--- src/rtl/wb_stage_if.sv ---
// LSU-to-writeback bundle: instruction handoff, load data beat, forwarding/RF/commit outputs.
// slave = the writeback stage, master = the LSU/memory side that drives it.
interface wb_stage_if;
  logic        lsu_valid;
  logic        lsu_ready;
  logic        lsu_isRegWrite;
  logic [4:0]  lsu_rd;
  logic [63:0] lsu_Wdata;
  logic        lsu_is_load;
  logic [1:0]  lsu_ld_size;
  logic        lsu_ld_unsigned;
  logic [2:0]  lsu_ld_offset;
  logic [63:0] lsu_pc;
  logic        mem_rvalid;
  logic [63:0] mem_rdata;
  logic        wb_isRegWrite;
  logic [4:0]  wb_rd;
  logic [63:0] wb_Wdata;
  logic        wb_data_valid;
  logic        rf_wen;
  logic [4:0]  rf_waddr;
  logic [63:0] rf_wdata;
  logic        commit_valid;
  logic [63:0] commit_pc;
  logic [63:0] retire_cnt;

  modport slave (
    input  lsu_valid, lsu_isRegWrite, lsu_rd, lsu_Wdata, lsu_is_load,
           lsu_ld_size, lsu_ld_unsigned, lsu_ld_offset, lsu_pc,
           mem_rvalid, mem_rdata,
    output lsu_ready, wb_isRegWrite, wb_rd, wb_Wdata, wb_data_valid,
           rf_wen, rf_waddr, rf_wdata, commit_valid, commit_pc, retire_cnt
  );

  modport master (
    output lsu_valid, lsu_isRegWrite, lsu_rd, lsu_Wdata, lsu_is_load,
           lsu_ld_size, lsu_ld_unsigned, lsu_ld_offset, lsu_pc,
           mem_rvalid, mem_rdata,
    input  lsu_ready, wb_isRegWrite, wb_rd, wb_Wdata, wb_data_valid,
           rf_wen, rf_waddr, rf_wdata, commit_valid, commit_pc, retire_cnt
  );
endinterface

--- src/rtl/wb_stage.sv ---
// Writeback stage: one instruction in flight; non-loads commit 1 cycle after handshake, loads 1 cycle after mem_rvalid.
// Backpressure: lsu_ready drops only while a load beat is pending (WAIT).
module wb_stage (
  input  logic        clk,
  input  logic        rst,
  wb_stage_if.slave   bus
);

  typedef enum logic [1:0] {IDLE, WAIT, DONE} state_t;

  state_t      state_q, state_d;
  logic [4:0]  rd_q, rd_d;
  logic        isrw_q, isrw_d;
  logic [63:0] pc_q, pc_d;
  logic [1:0]  size_q, size_d;
  logic        uns_q, uns_d;
  logic [2:0]  off_q, off_d;
  logic [63:0] wdata_q, wdata_d;
  logic [63:0] retire_q, retire_d;

  logic        hs;
  logic [63:0] shifted;
  logic [63:0] ld_ext;

  assign bus.lsu_ready = (state_q != WAIT);
  assign hs            = bus.lsu_valid && bus.lsu_ready;

  // Load controls are captured at handshake; the beat itself arrives later.
  assign shifted = bus.mem_rdata >> {off_q, 3'b000};

  always_comb begin
    ld_ext = shifted;
    case (size_q)
      2'd0:    ld_ext = uns_q ? {56'd0, shifted[7:0]}  : {{56{shifted[7]}},  shifted[7:0]};
      2'd1:    ld_ext = uns_q ? {48'd0, shifted[15:0]} : {{48{shifted[15]}}, shifted[15:0]};
      2'd2:    ld_ext = uns_q ? {32'd0, shifted[31:0]} : {{32{shifted[31]}}, shifted[31:0]};
      default: ld_ext = shifted;
    endcase
  end

  always_comb begin
    state_d  = state_q;
    rd_d     = rd_q;
    isrw_d   = isrw_q;
    pc_d     = pc_q;
    size_d   = size_q;
    uns_d    = uns_q;
    off_d    = off_q;
    wdata_d  = wdata_q;
    retire_d = retire_q;

    if (hs) begin
      rd_d   = bus.lsu_rd;
      isrw_d = bus.lsu_isRegWrite;
      pc_d   = bus.lsu_pc;
      size_d = bus.lsu_ld_size;
      uns_d  = bus.lsu_ld_unsigned;
      off_d  = bus.lsu_ld_offset;
      if (bus.lsu_is_load) begin
        state_d = WAIT;
      end else begin
        state_d = DONE;
        wdata_d = bus.lsu_Wdata;
      end
    end else if (state_q == DONE) begin
      state_d = IDLE;
    end else if (state_q == WAIT && bus.mem_rvalid) begin
      state_d = DONE;
      wdata_d = ld_ext;
    end

    // Counter reflects the DONE cycle it is presented in.
    if (state_d == DONE) begin
      retire_d = retire_q + 64'd1;
    end
  end

  always_ff @(posedge clk) begin
    if (rst) begin
      state_q  <= IDLE;
      rd_q     <= 5'd0;
      isrw_q   <= 1'b0;
      pc_q     <= 64'd0;
      size_q   <= 2'd0;
      uns_q    <= 1'b0;
      off_q    <= 3'd0;
      wdata_q  <= 64'd0;
      retire_q <= 64'd0;
    end else begin
      state_q  <= state_d;
      rd_q     <= rd_d;
      isrw_q   <= isrw_d;
      pc_q     <= pc_d;
      size_q   <= size_d;
      uns_q    <= uns_d;
      off_q    <= off_d;
      wdata_q  <= wdata_d;
      retire_q <= retire_d;
    end
  end

  assign bus.wb_isRegWrite = (state_q != IDLE) && isrw_q && (rd_q != 5'd0);
  assign bus.wb_rd         = rd_q;
  assign bus.wb_Wdata      = wdata_q;
  assign bus.wb_data_valid = (state_q == DONE);
  assign bus.rf_wen        = (state_q == DONE) && bus.wb_isRegWrite;
  assign bus.rf_waddr      = rd_q;
  assign bus.rf_wdata      = wdata_q;
  assign bus.commit_valid  = (state_q == DONE);
  assign bus.commit_pc     = pc_q;
  assign bus.retire_cnt    = retire_q;

endmodule

--- src/flat_wrapper.sv ---
// flat-port wrapper written by rule: the top's interface ports become plain ports
module wb_stage_flat 
  (clk, rst, bus_lsu_valid, bus_lsu_isRegWrite, bus_lsu_rd, bus_lsu_Wdata, bus_lsu_is_load, bus_lsu_ld_size, bus_lsu_ld_unsigned, bus_lsu_ld_offset, bus_lsu_pc, bus_mem_rvalid, bus_mem_rdata, bus_lsu_ready, bus_wb_isRegWrite, bus_wb_rd, bus_wb_Wdata, bus_wb_data_valid, bus_rf_wen, bus_rf_waddr, bus_rf_wdata, bus_commit_valid, bus_commit_pc, bus_retire_cnt);
  wb_stage_if bus_i ();
  input  logic clk;
  input  logic rst;
  input wire logic [$bits(bus_i.lsu_valid)-1:0] bus_lsu_valid;
  input wire logic [$bits(bus_i.lsu_isRegWrite)-1:0] bus_lsu_isRegWrite;
  input wire logic [$bits(bus_i.lsu_rd)-1:0] bus_lsu_rd;
  input wire logic [$bits(bus_i.lsu_Wdata)-1:0] bus_lsu_Wdata;
  input wire logic [$bits(bus_i.lsu_is_load)-1:0] bus_lsu_is_load;
  input wire logic [$bits(bus_i.lsu_ld_size)-1:0] bus_lsu_ld_size;
  input wire logic [$bits(bus_i.lsu_ld_unsigned)-1:0] bus_lsu_ld_unsigned;
  input wire logic [$bits(bus_i.lsu_ld_offset)-1:0] bus_lsu_ld_offset;
  input wire logic [$bits(bus_i.lsu_pc)-1:0] bus_lsu_pc;
  input wire logic [$bits(bus_i.mem_rvalid)-1:0] bus_mem_rvalid;
  input wire logic [$bits(bus_i.mem_rdata)-1:0] bus_mem_rdata;
  output wire logic [$bits(bus_i.lsu_ready)-1:0] bus_lsu_ready;
  output wire logic [$bits(bus_i.wb_isRegWrite)-1:0] bus_wb_isRegWrite;
  output wire logic [$bits(bus_i.wb_rd)-1:0] bus_wb_rd;
  output wire logic [$bits(bus_i.wb_Wdata)-1:0] bus_wb_Wdata;
  output wire logic [$bits(bus_i.wb_data_valid)-1:0] bus_wb_data_valid;
  output wire logic [$bits(bus_i.rf_wen)-1:0] bus_rf_wen;
  output wire logic [$bits(bus_i.rf_waddr)-1:0] bus_rf_waddr;
  output wire logic [$bits(bus_i.rf_wdata)-1:0] bus_rf_wdata;
  output wire logic [$bits(bus_i.commit_valid)-1:0] bus_commit_valid;
  output wire logic [$bits(bus_i.commit_pc)-1:0] bus_commit_pc;
  output wire logic [$bits(bus_i.retire_cnt)-1:0] bus_retire_cnt;
  assign bus_i.lsu_valid = bus_lsu_valid;
  assign bus_i.lsu_isRegWrite = bus_lsu_isRegWrite;
  assign bus_i.lsu_rd = bus_lsu_rd;
  assign bus_i.lsu_Wdata = bus_lsu_Wdata;
  assign bus_i.lsu_is_load = bus_lsu_is_load;
  assign bus_i.lsu_ld_size = bus_lsu_ld_size;
  assign bus_i.lsu_ld_unsigned = bus_lsu_ld_unsigned;
  assign bus_i.lsu_ld_offset = bus_lsu_ld_offset;
  assign bus_i.lsu_pc = bus_lsu_pc;
  assign bus_i.mem_rvalid = bus_mem_rvalid;
  assign bus_i.mem_rdata = bus_mem_rdata;
  assign bus_lsu_ready = bus_i.lsu_ready;
  assign bus_wb_isRegWrite = bus_i.wb_isRegWrite;
  assign bus_wb_rd = bus_i.wb_rd;
  assign bus_wb_Wdata = bus_i.wb_Wdata;
  assign bus_wb_data_valid = bus_i.wb_data_valid;
  assign bus_rf_wen = bus_i.rf_wen;
  assign bus_rf_waddr = bus_i.rf_waddr;
  assign bus_rf_wdata = bus_i.rf_wdata;
  assign bus_commit_valid = bus_i.commit_valid;
  assign bus_commit_pc = bus_i.commit_pc;
  assign bus_retire_cnt = bus_i.retire_cnt;
  wb_stage u_core (.clk(clk), .rst(rst), .bus(bus_i));
endmodule
--- config.mk ---
export PLATFORM = sky130hd
export DESIGN_NAME = wb_stage_flat
export DESIGN_NICKNAME = d
export VERILOG_FILES = /design/src/rtl/wb_stage_if.sv /design/src/rtl/wb_stage.sv /design/src/flat_wrapper.sv
export SDC_FILE = /design/constraint.sdc
export NUM_CORES = 1
export LEC_CHECK = 0
export CAP_MARGIN = 20
export CORE_AREA = 3 3 185 187
export DETAILED_ROUTE_END_ITERATION = 8
export DIE_AREA = 0 0 188 190
export HOLD_SLACK_MARGIN = 0.08
export PLACE_DENSITY = 0.72
export SLEW_MARGIN = 20
export SYNTH_ARGS = -nofsm -noshare
export SYNTH_HDL_FRONTEND = slang
export SYNTH_SLANG_ARGS = --single-unit
--- constraint.sdc ---
create_clock -name clk -period 3.28 [get_ports clk]
set_input_delay 0.82 -clock clk [delete_from_list [all_inputs] [get_ports clk]]
set_output_delay 0.82 -clock clk [all_outputs]
set_load 0.02 [all_outputs]
# Word level (Yosys, flattened, before mapping)
# Cells that the tools add are included.
totals:
  out_inout_bits: 271
  mem_count: 0
  mem_bits_rw: 0
  ff_bits: 206
  latchBits: 0
  input_bits: 209
  elab_cells: 41
  rom_bits: 0
classes:
  shift: 1
  bitwise: 0
  n_div: 0
  n_addsub: 1
  magnitude_cmp: 0
  n_reduce_logical: 10
  n_eq_ne: 8
  mul: 0
  mux: 12
ops:
  columns: ["op", "count"]
  rows:
  - ["2-to-1 mux 64 bit", 7]
  - ["case mux 64 bit (3 select lines)", 1]
  - ["adder 64 x 1 -> 64 bit, second input constant", 1]
  - ["right shift 64 x 6 -> 64 bit", 1]
  - ["2-to-1 mux 2 bit", 4]
  - ["== test 2 bit, second input constant", 3]
  - ["logical AND 1 bit", 5]
  - ["nonzero test 5 bit", 1]
  - ["== test 2 x 1 -> 1 bit, second input constant", 2]
  - ["inequality test 2 x 1 -> 1 bit, second input constant", 2]
  - ["nonzero test 2 bit", 2]
  - ["AND reduction 3 bit", 1]
  - ["zero test 2 bit", 1]
  - ["inequality test 2 bit, second input constant", 1]

# Logic depth before layout (Yosys ltp)
# Gate-level depths: netlist of run 1.
depth:
  word_depth: 6
  depth_mapped: 9
  ltp_nobuf: 6

# Worst setup path before layout of run 1
# Ideal clock, no wire load.
synth_timing:
  kind: "input -> register"
  start: "in bus_mem_rdata[23]"
  end: "reg u_core.wdata_q[46] (netlist: u_core.bus.rf_wdata[46])"
  setup_time_ns: 0.122
  path_stages: 7
  arrival_time_ns: 2.687
  n_path_buf: 2
  t_required_ns: 3.158
  slack_ns: 0.471
  cell_sequence: "mux2_4 -> mux4_2 -> a32o_1 -> or3_1 -> buf_6 -> buf_6 -> a221o_1"
synth_via:
  elab_chain_cells: 6
  elab_cells_between_ends: 8
  classes_between: "1 x shift; 7 x mux"
synth_lines:
  columns: ["element", "line", "source"]
  rows:
  - ["from (decl)", "flat_wrapper.sv:17", "input wire logic [$bits(bus_i.mem_rdata)-1:0] bus_mem_rdata;"]
  - ["right shift 64 x 6 -> 64 bit *", "wb_stage.sv:29", "assign shifted = bus.mem_rdata >> {off_q, 3'b000};"]
  - ["2-to-1 mux 64 bit (on tied branches)", "wb_stage.sv:36, wb_stage.sv:34, wb_stage.sv:35", null]
  - ["case mux 64 bit (3 select lines) *", "wb_stage.sv:33", "case (size_q)"]
  - ["2-to-1 mux 64 bit *", "wb_stage.sv:67", "end else if (state_q == WAIT && bus.mem_rvalid) begin"]
  - ["2-to-1 mux 64 bit *", "wb_stage.sv:65", "end else if (state_q == DONE) begin"]
  - ["2-to-1 mux 64 bit *", "wb_stage.sv:52", "if (hs) begin"]
  - ["to (signal assigned)", "wb_stage.sv:97", "wdata_q <= wdata_d;"]
  - ["to (decl)", "wb_stage.sv:18", "logic [63:0] wdata_q, wdata_d;"]
# Every way passes the cells marked *; elsewhere a longest branch is shown, timed or not. The select of a mux whose other input is x is not followed.
# A chain may end at the register's enable or synchronous reset.

# Worst setup path in the final report of run 1
layout_timing:
  start: "reg u_core.state_q[1]"
  end: "out bus_rf_wen"
layout_via:
  elab_chain_cells: 4
  elab_cells_between_ends: 5
  classes_between: "1 x eq/ne; 4 x reduce/logical"
layout_lines:
  columns: ["element", "line", "source"]
  rows:
  - ["from (decl)", "wb_stage.sv:11", "state_t state_q, state_d;"]
  - ["from (signal assigned)", "wb_stage.sv:90", "state_q <= state_d;"]
  - ["nonzero test 2 bit", "wb_stage.sv:102", "assign bus.wb_isRegWrite = (state_q != IDLE) && isrw_q && (rd_q != 5'd0);"]
  - ["logical AND 1 bit (2 in a row)", "wb_stage.sv:102", null]
  - ["logical AND 1 bit *", "wb_stage.sv:106", "assign bus.rf_wen = (state_q == DONE) && bus.wb_isRegWrite;"]
  - ["to (decl)", "flat_wrapper.sv:23", "output wire logic [$bits(bus_i.rf_wen)-1:0] bus_rf_wen;"]
# Every way passes the cells marked *; elsewhere a longest branch is shown, timed or not.

==> metrics.md, run 1 <==
| Metric | Value |
|---|---|
| Worst slew margin | ~53% |
| GRT Overall Usage | 23.92% |
| Placer Congestion | 0.9463 |
| Dpl cell area | 15790 um^2 |
| Worst VDD drop | approximately 460 uV |
| First-pass GRT wire length | 68120 um |
| Max Clk Rate | 342.5 MHz |
| Worst R2R Setup Slack | 610 ps |
| Initial antenna violation count | 6 |
| Worst path required time | about 2500 ps |
| Top-area cell type share of the netlist area | 37.30% |
| Post-synth EDFFs | 0 |
| HP Class | register to register |
| Mean Syn Cell Area | 8.244 um^2 |
| Worst hold path endpoint | u_core.bus.commit_pc[59] |
| Mapped Cells | 1341 |
| CTS max path bufs | 3 |
| WL/cell | 20.84 um |
| Leak | 5.611 nW |
| Footprint of the multi-input gates | 5933 um^2 |
| Die W | 188 um |
| Final Hold Viols | 0 |
| Cell variety after synth | around 60 |
| CTS tree | done |
| DRT Wirelength | approximately 45000 um |
| Input/output buffers | 479 |
| Nets | 1911 |
| Antenna-violating nets left | 0 |
| Die H | 190 um |
| Post-Syn Nets | 1551 |
| Design area | roughly 17000 um^2 |
| Max FO, Critical Path | 6 |
| Worst-path clk slew | 60 ps |
| Layout Utilization | between 50% and 60% |
| FF-to-FF End | u_core.bus.rf_wdata[17] |
| Crit share post-route | 89.02% |
| DRC | 0 |
| FILL cells | 3005 |
| Post_cts resized | 0 |
| Synth warn | 0 |
| Status | complete, no violations |
| RSZ-0062 raised after global routing | false |
| Async set or reset register ratio after synthesis | 0% |
| Crit path time final | 2920 ps |
| CTS sink count | 206 |
| Initial DRT Pass Iterations | 7 |
| Storage cell area | ~4100 um^2 |
| Vias in the first global route | 11540 |
| Clock Latency Late Sink | 540 ps |
| Vias | 11850 |
| Placed Instances | about 2100 |
| Pwr per Cell Area | 447.7 nW/um^2 |
| Post-synthesis register bit count | 206 |
| WP data arrival | between 2000 and 2500 ps |
| Crit end category | primary output |
| Mapped Area | approximately 11000 um^2 |
| Final Slew Violations | 0 |
| Launching point of the worst reg2reg path | u_core.off_q[2] |
| MaxCap Viol Count | 0 |
| Total CTS buffers | 25 |
| Synth area leaders | dfxtp_1 37%, nand2_1 8.1%, a21oi_1 6.4% |
| Clock Tree Root | clkbuf_16 |
| Post-placement setup slack | -79.42 ps |
| Core area | 32620 um^2 |
| Routed vias/inst | 5.473 |
| Grt ovf | 0 |
| Hold wc startpoint | u_core.bus.commit_pc[59] |
| Share of cells above drive strength 1 | 7.737% |
| DIE AREA | 35720 um^2 |
| Largest net degree at the start of global routing | 110 |
| Worst slew pin tran | between 700 and 800 ps |
| Hold depth | 2 |
| Fin cells | between 2000 and 2500 |
| P&R area growth vs syn | 50.50% |
| Initial core utilization | 33.89% |
| Detailed Place HPWL | 33850 um |
| # H-tree levels | 1 |
| Hold-fix buffers, CTS | 0 |
| Sequential share of the synthesized area | about 37% |
| # setup viols final | 0 |
| I/O Pins | 480 |
| Iter 0 DRT Violations | 1099 |
| Crit path launch type | register |
| Worst reg2reg path depth | 6 |
| PnR worst setup slack | 360.1 ps |
| Std-Cell Rows | 66 |
| Min Hold Slack | 451.6 ps |
| Worst setup path category | register to primary output |
| Post-CTS Setup Repair Bufs | 0 |
| Largest area contributor in the netlist | dfxtp_1 |
| Commonest register cell after synthesis | dfxtp_1 |
| Worst clock skew | 21.42 ps |
==> synth_stat cells, drive strengths merged (26+ instances only) <==
library cell / n
a21oi: 141
mux2i: 26
dfxtp: 206
nor2: 85
mux4: 28
buf: 87
or4: 28
nand3: 26
o31ai: 27
o21ai: 66
nand2: 240
clkbuf: 95
==> sequential cells by signal, summed over array words and instances, names as in the netlist <==
register / count
u_core.bus.commit_pc: 64
u_core.bus.retire_cnt: 64
u_core.bus.rf_waddr: 5
u_core.bus.rf_wdata: 64
u_core.isrw_q: 1
u_core.off_q: 3
u_core.size_q: 2
u_core.state_q: 2
u_core.uns_q: 1
==> logic make-up (layout without fill, tap and decap cells) <==
group,after synthesis,after routing,synth area share [%]
flip-flops,206,206,37.30
buffers and inverters,193,571,9.212
multiplexers,71,71,9.823
XOR/XNOR,16,16,1.268
AO/OA/AOI/OAI,355,355,21.17
other,0,4,0
adder cells (fa/ha/maj),1,1,0.1132
AND/OR/NAND/NOR,499,499,21.11
==> routing by layer <==
metal	vias to the layer above	global-route usage, %	wire length (um)
met2	586	39.46	21260
met3	65	6.928	4518
met5	-	0	23
li1	5566	-	-
met4	4	5.859	890
met1	5628	30.98	18420
==> cell type report <==
cell class                 count  area share, %
tap                          442          3.324
inverter                      11         0.2482
clock inverter                12         0.9099
antenna                        4        0.06016
multi-input combinational    942          35.66
sequential                   206          24.80
clock buffer                  33          4.121
timing repair buffer         515          30.88
==> power breakdown <==
group	internal, mW	switching [mW]	total, mW
Sequential	2.64	0.128	2.77
Clock	1.71	1.17	2.88
Combinational	0.859	0.943	1.80
Total	5.21	2.24	7.45
==> metrics by stage <==
stage	setup TNS, ps	total power, mW
final	0	7.448
after global routing	0	7.731
after CTS	0	7.500
after detailed placement	-1080	4.602
after global placement	-677.6	4.578
after floorplan	0	3.732
==> placed cells by master (no fill, tap or decap), types with 5 or more instances in the layout <==
| cell type | count |
|---|---|
| nand3b_1 | 7 |
| buf_12 | 6 |
| a221o_1 | 16 |
| or4_1 | 28 |
| inv_1 | 11 |
| or3_1 | 19 |
| o31ai_1 | 27 |
| a2bb2oi_1 | 8 |
| nor2b_1 | 5 |
| clkbuf_1 | 5 |
| o2111a_1 | 15 |
| nor2_1 | 83 |
| buf_4 | 31 |
| a32oi_1 | 5 |
| nand3_1 | 26 |
| o21ai_0 | 65 |
| mux4_2 | 28 |
| and4_1 | 10 |
| and2_1 | 8 |
| xor2_1 | 9 |
| clkdlybuf4s50_1 | 478 |
| a21oi_1 | 140 |
| mux2i_1 | 26 |
| xnor2_1 | 7 |
| o211ai_1 | 17 |
| nand4_1 | 22 |
| nor4_1 | 5 |
| o2111ai_1 | 16 |
| clkinv_2 | 5 |
| mux2_2 | 16 |
| nand2b_1 | 9 |
| a222oi_1 | 7 |
| and3_1 | 9 |
| clkbuf_16 | 25 |
| nor3_1 | 19 |
| dfxtp_1 | 204 |
| nand2_1 | 239 |
| a311oi_1 | 15 |
==> how the worst max path moves through the flow <==
stage | start | to | slack, ps | depth (start not counted)
detailed placement | bus_mem_rdata[47] | u_core.bus.rf_wdata[44] | -80 | 7
global route | u_core.state_q[0] | bus_rf_wen | 220 | 4
CTS | u_core.state_q[0] | bus_rf_wen | 300 | 4
finish | u_core.state_q[1] | bus_rf_wen | 360 | 3
floorplan | bus_mem_rdata[23] | u_core.bus.rf_wdata[46] | 470 | 7
global placement | bus_mem_rdata[47] | u_core.bus.rf_wdata[33] | -40 | 7
==> critical path, cell delays in order (launching register included) <==
cell and delay, ps:
dfxtp_1 430, nor2b_1 360, and2_1 190, clkdlybuf4s50_1 600
Note: power is estimated with default switching activity, not from simulation.
==> run 2: changes to the inputs <==
CORE_AREA = 2 2 184 186   (was 3 3 185 187)
DIE_AREA = 0 0 186 188   (was 0 0 188 190)
==> run 2 against run 1 <==
Effect of this change:
- register-to-register slack gained 50 ps
- global-route usage increased by 0.46 points
- non-clock buffer count up 2
- setup slack worse by 37 ps
- hold slack lost 1.0 ps
- via count grew 0.80%
- critical endpoint unchanged
- largest cell class unchanged
==> metrics.md, run 2 (synthesized netlist as in run 1, its figures left out) <==
| Metric | Value |
|---|---|
| Status | complete, no violations (unchanged) |
| Layout Utilization | 50.10% (was 51.01%) |
| Design area | 16590 um^2 (was 16640 um^2) |
| Clock Tree Root | clkbuf_16 (unchanged) |
| Initial DRT Pass Iterations | 6 (was 7) |
| Leak | 5.578 nW (was 5.611 nW) |
| Detailed Place HPWL | 32830 um (was 33850 um) |
| Crit end category | primary output (unchanged) |
| Grt ovf | 0 (unchanged) |
| MaxCap Viol Count | 0 (unchanged) |
| Largest net degree at the start of global routing | 173 (was 110) |
| # setup viols final | 0 (unchanged) |
| Max Clk Rate | 338.1 MHz (was 342.5 MHz) |
| Commonest non-fill, non-tap cell in the layout | clkdlybuf4s50_1 (unchanged) |
| Routed vias/inst | 5.502 (was 5.473) |
| Worst clock skew | 23.44 ps (was 21.42 ps) |
| Antenna-violating nets left | 0 (unchanged) |
| Worst slew pin tran | 795.0 ps (was 700.9 ps) |
| GRT Overall Usage | 24.38% (was 23.92%) |
| Total CTS buffers | 25 (unchanged) |
| I/O Pins | 480 (unchanged) |
| Hold-fix buffers, CTS | 0 (unchanged) |
| Final Slew Violations | 0 (unchanged) |
| Post-CTS Setup Repair Bufs | 0 (unchanged) |
| HP Class | register to register (unchanged) |
| Dpl cell area | 15810 um^2 (was 15790 um^2) |
| Std-Cell Rows | 67 (was 66) |
| Max FO, Critical Path | 6 (unchanged) |
| Crit share post-route | 90.16% (was 89.02%) |
| WP data arrival | 2140 ps (was 2100 ps) |
| Worst setup path category | register to primary output (unchanged) |
| Crit path launch type | register (unchanged) |
| Nets | 1913 (was 1911) |
| Worst path required time | 2460 ps (about the same) |
| Input/output buffers | 479 (unchanged) |
| Worst slew margin | 47.00% (was 53.13%) |
| Core area | 33110 um^2 (was 32620 um^2) |
| First-pass GRT wire length | 66360 um (was 68120 um) |
| DRT Wirelength | 44150 um (was 45120 um) |
| Pwr per Cell Area | 436.4 nW/um^2 (was 447.7 nW/um^2) |
| Initial antenna violation count | 6 (unchanged) |
| Clock Latency Late Sink | 540 ps (about the same) |
| Worst-path clk slew | 60 ps (about the same) |
| P&R area growth vs syn | 50.06% (was 50.50%) |
| Most frequent cells in the layout | 478 x clkdlybuf4s50_1, 239 x nand2_1, 204 x dfxtp_1 (unchanged) |
| Iter 0 DRT Violations | 1295 (was 1099) |
| DRC | 0 (unchanged) |
| Share of cells above drive strength 1 | 7.558% (was 7.737%) |
| RSZ-0062 raised after global routing | false (unchanged) |
| CTS tree | done (unchanged) |
| Post_cts resized | 0 (unchanged) |
| WL/cell | 20.34 um (was 20.84 um) |
| CTS sink count | 206 (unchanged) |
| Initial core utilization | 33.39% (was 33.89%) |
| DIE AREA | 34970 um^2 (was 35720 um^2) |
| Placer Congestion | 0.9579 (was 0.9463) |
| Die H | 188 um (was 190 um) |
| Crit path time final | 2957 ps (was 2920 ps) |
| Vias in the first global route | 11330 (was 11540) |
| Worst VDD drop | 328.8 uV (was 458.6 uV) |
| Vias | 11940 (was 11850) |
| Die W | 186 um (was 188 um) |
| # H-tree levels | 1 (unchanged) |
| CTS max path bufs | 3 (unchanged) |
| Final Hold Viols | 0 (unchanged) |
-- run 2: per-layer routing --
layer	up-vias	track usage, %	routed length (um)
li1	5554	-	-
met1	5684	33.52	18560
met2	620	38.66	20480
met3	82	5.283	4063
met4	4	6.239	1030
met5	-	0	23
-- run 2: critical path, cell delays in order (launching register included) --
cell and delay [ps]:
dfxtp_1 460, o21ai_0 220, a21oi_1 190, and2_1 150, clkdlybuf4s50_1 600
-- run 2: cell type report --
| class | count | area [um^2] |
|---|---|---|
| Tap cell | 448 | 560.5 |
| Inverter | 11 | 41.29 |
| Sequential cell | 206 | 4126 |
| Timing Repair Buffer | 517 | 5140 |
| Clock buffer | 36 | 696.9 |
| Clock inverter | 8 | 80.08 |
| Multi-Input combinational cell | 942 | 5937 |
| Fill cell | 3089 | 16520 |
| Antenna cell | 3 | 7.507 |
-- run 2: stage by stage --
stage | instances | setup WS [ps] | setup TNS [ps] | total power, mW | hold WS, ps
2_1_floorplan | 1341 | 470.7 | 0 | 3.732 | 432.9
6_report | 2171 | 322.7 | 0 | 7.240 | 450.5
4_1_cts | 2168 | 292.2 | 0 | 7.283 | 454.8
5_1_grt | 2170 | 232.6 | 0 | 7.519 | 472.2
3_5_place_dp | 2124 | -59.51 | -790.1 | 4.599 | 447.2
3_3_place_gp | 2124 | -20.82 | -314.3 | 4.582 | 439.4
-- run 2: path summary, 6_finish.rpt --
path	to	depth (start not counted)	slack (ps)	startpoint
setup / recovery	bus_rf_wen	4	320	u_core.state_q[1]
hold / removal	u_core.bus.commit_pc[10]	2	450	u_core.bus.commit_pc[10]
setup reg to reg	u_core.bus.rf_wdata[35]	6	660	u_core.off_q[1]
hold reg to reg	u_core.bus.commit_pc[10]	2	450	u_core.bus.commit_pc[10]
-- run 2: where the power goes --
| group | switching [mW] | total [mW] | internal (mW) |
|---|---|---|---|
| logic | 0.942 | 1.80 | 0.856 |
| registers | 0.128 | 2.77 | 2.64 |
| clock network | 1.12 | 2.67 | 1.56 |
==> run 3: changes to the inputs <==
CORE_AREA = 2 2 186 188   (was 2 2 184 186)
DIE_AREA = 0 0 188 190   (was 0 0 186 188)
DONT_BUFFER_PORTS = 1   (was unset)
PLACE_DENSITY = 0.53   (was 0.72)
==> run 3 against run 2 <==
Effect of this change:
- critical path type is now register to register
- largest power group unchanged
- power shrank 5.6%
- core utilization shrank 15 points
- critical path depth grew 1
- clock skew shrank 9.8 ps
==> metrics.md, run 3 (synthesized netlist as in run 1, its figures left out) <==
| Metric | Value |
|---|---|
| Status | complete, no violations (unchanged) |
| Placer Congestion | 0.9007 (was 0.9579) |
| Std-Cell Rows | 68 (was 67) |
| Nets | 1431 (was 1913) |
| Critical path's slowest cell | or3_1 (was clkdlybuf4s50_1) |
| Placed Instances | 1648 (was 2124) |
| RSZ-0062 raised after global routing | false (unchanged) |
| Detailed Place HPWL | 29400 um (was 32830 um) |
| Cell chain of the critical path | mux2_2, mux4_2, a32o_1, or3_1, a221o_1 (was o21ai_0, a21oi_1, and2_1, clkdlybuf4s50_1) |
| Final Hold Viols | 0 (unchanged) |
| Launching point of the worst reg2reg path | u_core.off_q[1] (unchanged) |
| Max Clk Rate | 347.3 MHz (was 338.1 MHz) |
| P&R area growth vs syn | 7.198% (was 50.06%) |
| Pwr per Cell Area | 576.5 nW/um^2 (was 436.4 nW/um^2) |
| Vias | 9895 (was 11940) |
| Family with the most delay on the worst path | multiplexers (was buffers and inverters) |
| First-pass GRT wire length | 59300 um (was 66360 um) |
| FILL cells | 3556 (was 3089) |
| WP data arrival | 3300 ps (was 2140 ps) |
| Core area | 33950 um^2 (was 33110 um^2) |
| Worst slew pin tran | 764.2 ps (was 795.0 ps) |
| CP startpoint | u_core.off_q[1] (was u_core.state_q[1]) |
| Worst-path clk slew | 60 ps (about the same) |
| Initial core utilization | 32.57% (was 33.39%) |
| Fin cells | 1695 (was 2171) |
| Largest net degree at the start of global routing | 174 (was 173) |
| Routed vias/inst | 5.838 (was 5.502) |
| Storage cell area | 4126 um^2 (unchanged) |
| Iter 0 DRT Violations | 809 (was 1295) |
| Clock Latency Late Sink | 540 ps (about the same) |
| MaxCap Viol Count | 0 (unchanged) |
| Sw frac | 30.11% (was 30.21%) |
| Post-placement setup slack | 140.0 ps (was -59.51 ps) |
| GRT Overall Usage | 21.36% (was 24.38%) |
| WL/cell | 23.77 um (was 20.34 um) |
| DRT Wirelength | 40300 um (was 44150 um) |
| Crit share post-route | 87.79% (was 90.16%) |
| Vias in the first global route | 9102 (was 11330) |
| Worst VDD drop | 331.3 uV (was 328.8 uV) |
| Min Hold Slack | 360.2 ps (was 450.5 ps) |
| I/O Pins | 480 (unchanged) |
| Diodes inserted | 0 (was 3) |
| Initial antenna violation count | 1 (was 6) |
| Die W | 188 um (was 186 um) |
| Leak | 3.851 nW (was 5.578 nW) |
| Final Slew Violations | 0 (unchanged) |
| Hold wc startpoint | rst (was u_core.bus.commit_pc[10]) |
| Dpl cell area | 10950 um^2 (was 15810 um^2) |
| Clk pwr share | 44.1% (was 36.9%) |
| Input/output buffers | 0 (was 479) |
| Most frequent cells in the layout | 239 x nand2_1, 204 x dfxtp_1, 140 x a21oi_1 (was 478 x clkdlybuf4s50_1, 239 x nand2_1, 204 x dfxtp_1) |
| Post-CTS Setup Repair Bufs | 0 (unchanged) |
| CTS max path bufs | 3 (unchanged) |
| Crit path launch type | register (unchanged) |
| Clock Tree Root | clkbuf_16 (unchanged) |
| Post_cts resized | 0 (unchanged) |
| CTS sink count | 206 (unchanged) |
| Footprint of the multi-input gates | 5949 um^2 (was 5937 um^2) |
| Commonest non-fill, non-tap cell in the layout | nand2_1 (was clkdlybuf4s50_1) |
| Total CTS buffers | 26 (was 25) |
| Combinational Power Share | 11.3% (was 24.8%) |
| Crit end category | register (was primary output) |
| DRC | 0 (unchanged) |
| Slowest stage delay, CP | 660 ps (was 600 ps) |
| # H-tree levels | 1 (unchanged) |
| # setup viols final | 0 (unchanged) |
| Worst path bufs/invs | 0 (was 1) |
| Design area | 11850 um^2 (was 16590 um^2) |
| Share of cells above drive strength 1 | 10.81% (was 7.558%) |
| Setup TNS | 0 ps (unchanged) |
| Die H | 190 um (was 188 um) |
| Worst slew margin | 49.06% (was 47.00%) |
| Grt ovf | 0 (unchanged) |
| Antenna-violating nets left | 0 (unchanged) |
| DIE AREA | 35720 um^2 (was 34970 um^2) |
| Worst path required time | 3700 ps (was 2460 ps) |
| Worst setup path category | register to register (was register to primary output) |
| Worst clock skew | 13.60 ps (was 23.44 ps) |
| Hold-fix buffers, CTS | 0 (unchanged) |
| Initial DRT Pass Iterations | 5 (was 6) |
| Max FO, Critical Path | 16 (was 6) |
| Crit path time final | 2879 ps (was 2957 ps) |
| PnR worst setup slack | 400.5 ps (was 322.7 ps) |
| HP Class | input pin to register (was register to register) |
| CTS tree | done (unchanged) |
| Power Internal | 4.776 mW (was 5.053 mW) |
| Seq pwr share | 44.6% (was 38.2%) |
| NetSw | 2.057 mW (was 2.188 mW) |
run 3: cell types whose count changed in the layout (fill, tap and decap cells not counted), sizes merged:
| cell | before | now |
|---|---|---|
| clkbuf | 36 | 33 |
| buf | 39 | 34 |
| clkdlybuf4s50 | 478 | 0 |
| bufinv | 1 | 4 |
| diode | 3 | 0 |
| clkinvlp | 3 | 2 |
| inv | 13 | 11 |
| clkinv | 2 | 8 |
run 3: power groups by stage:
stage | Combinational [mW] | Clock [mW] | Sequential [mW]
3_5_place_dp | 0.762 | 0 | 3.11
6_report | 0.769 | 3.02 | 3.05
2_1_floorplan | 0.796 | 0 | 2.94
3_3_place_gp | 0.751 | 0 | 3.11
4_1_cts | 0.763 | 3.07 | 3.05
5_1_grt | 0.843 | 3.17 | 3.07
run 3: path summary, 6_finish.rpt:
check,to,slack [ps],cells after the start
max reg2reg,u_core.bus.rf_wdata[43],400,5
min,u_core.bus.retire_cnt[12],360,1
max,u_core.bus.rf_wdata[43],400,5
min reg2reg,u_core.isrw_q,450,2
run 3: area by class of cell:
class | instances | share of cell area, %
multi-input cells | 942 | 50.20
flip-flops and latches | 206 | 34.82
clock buffers | 33 | 5.965
well taps | 455 | 4.804
repair buffers | 34 | 2.259
clock inverters | 14 | 1.605
inverters | 11 | 0.3484
run 3: metrics by stage:
step / util (%) / power [mW]
after floorplan: - / 3.732
after global placement: 32.25 / 3.856
after detailed placement: 32.25 / 3.867
after CTS: 34.89 / 6.888
after global routing: 34.91 / 7.081
final: 34.91 / 6.833
run 3: metal layers:
metal  up-vias  routed length, um  GRT usage (%)
met3        46               4168          6.530
met1      4775              17410          29.62
met4         0                722          4.512
met2       471              17990          32.64
met5         -                  0              0
li1       4603                  -              -
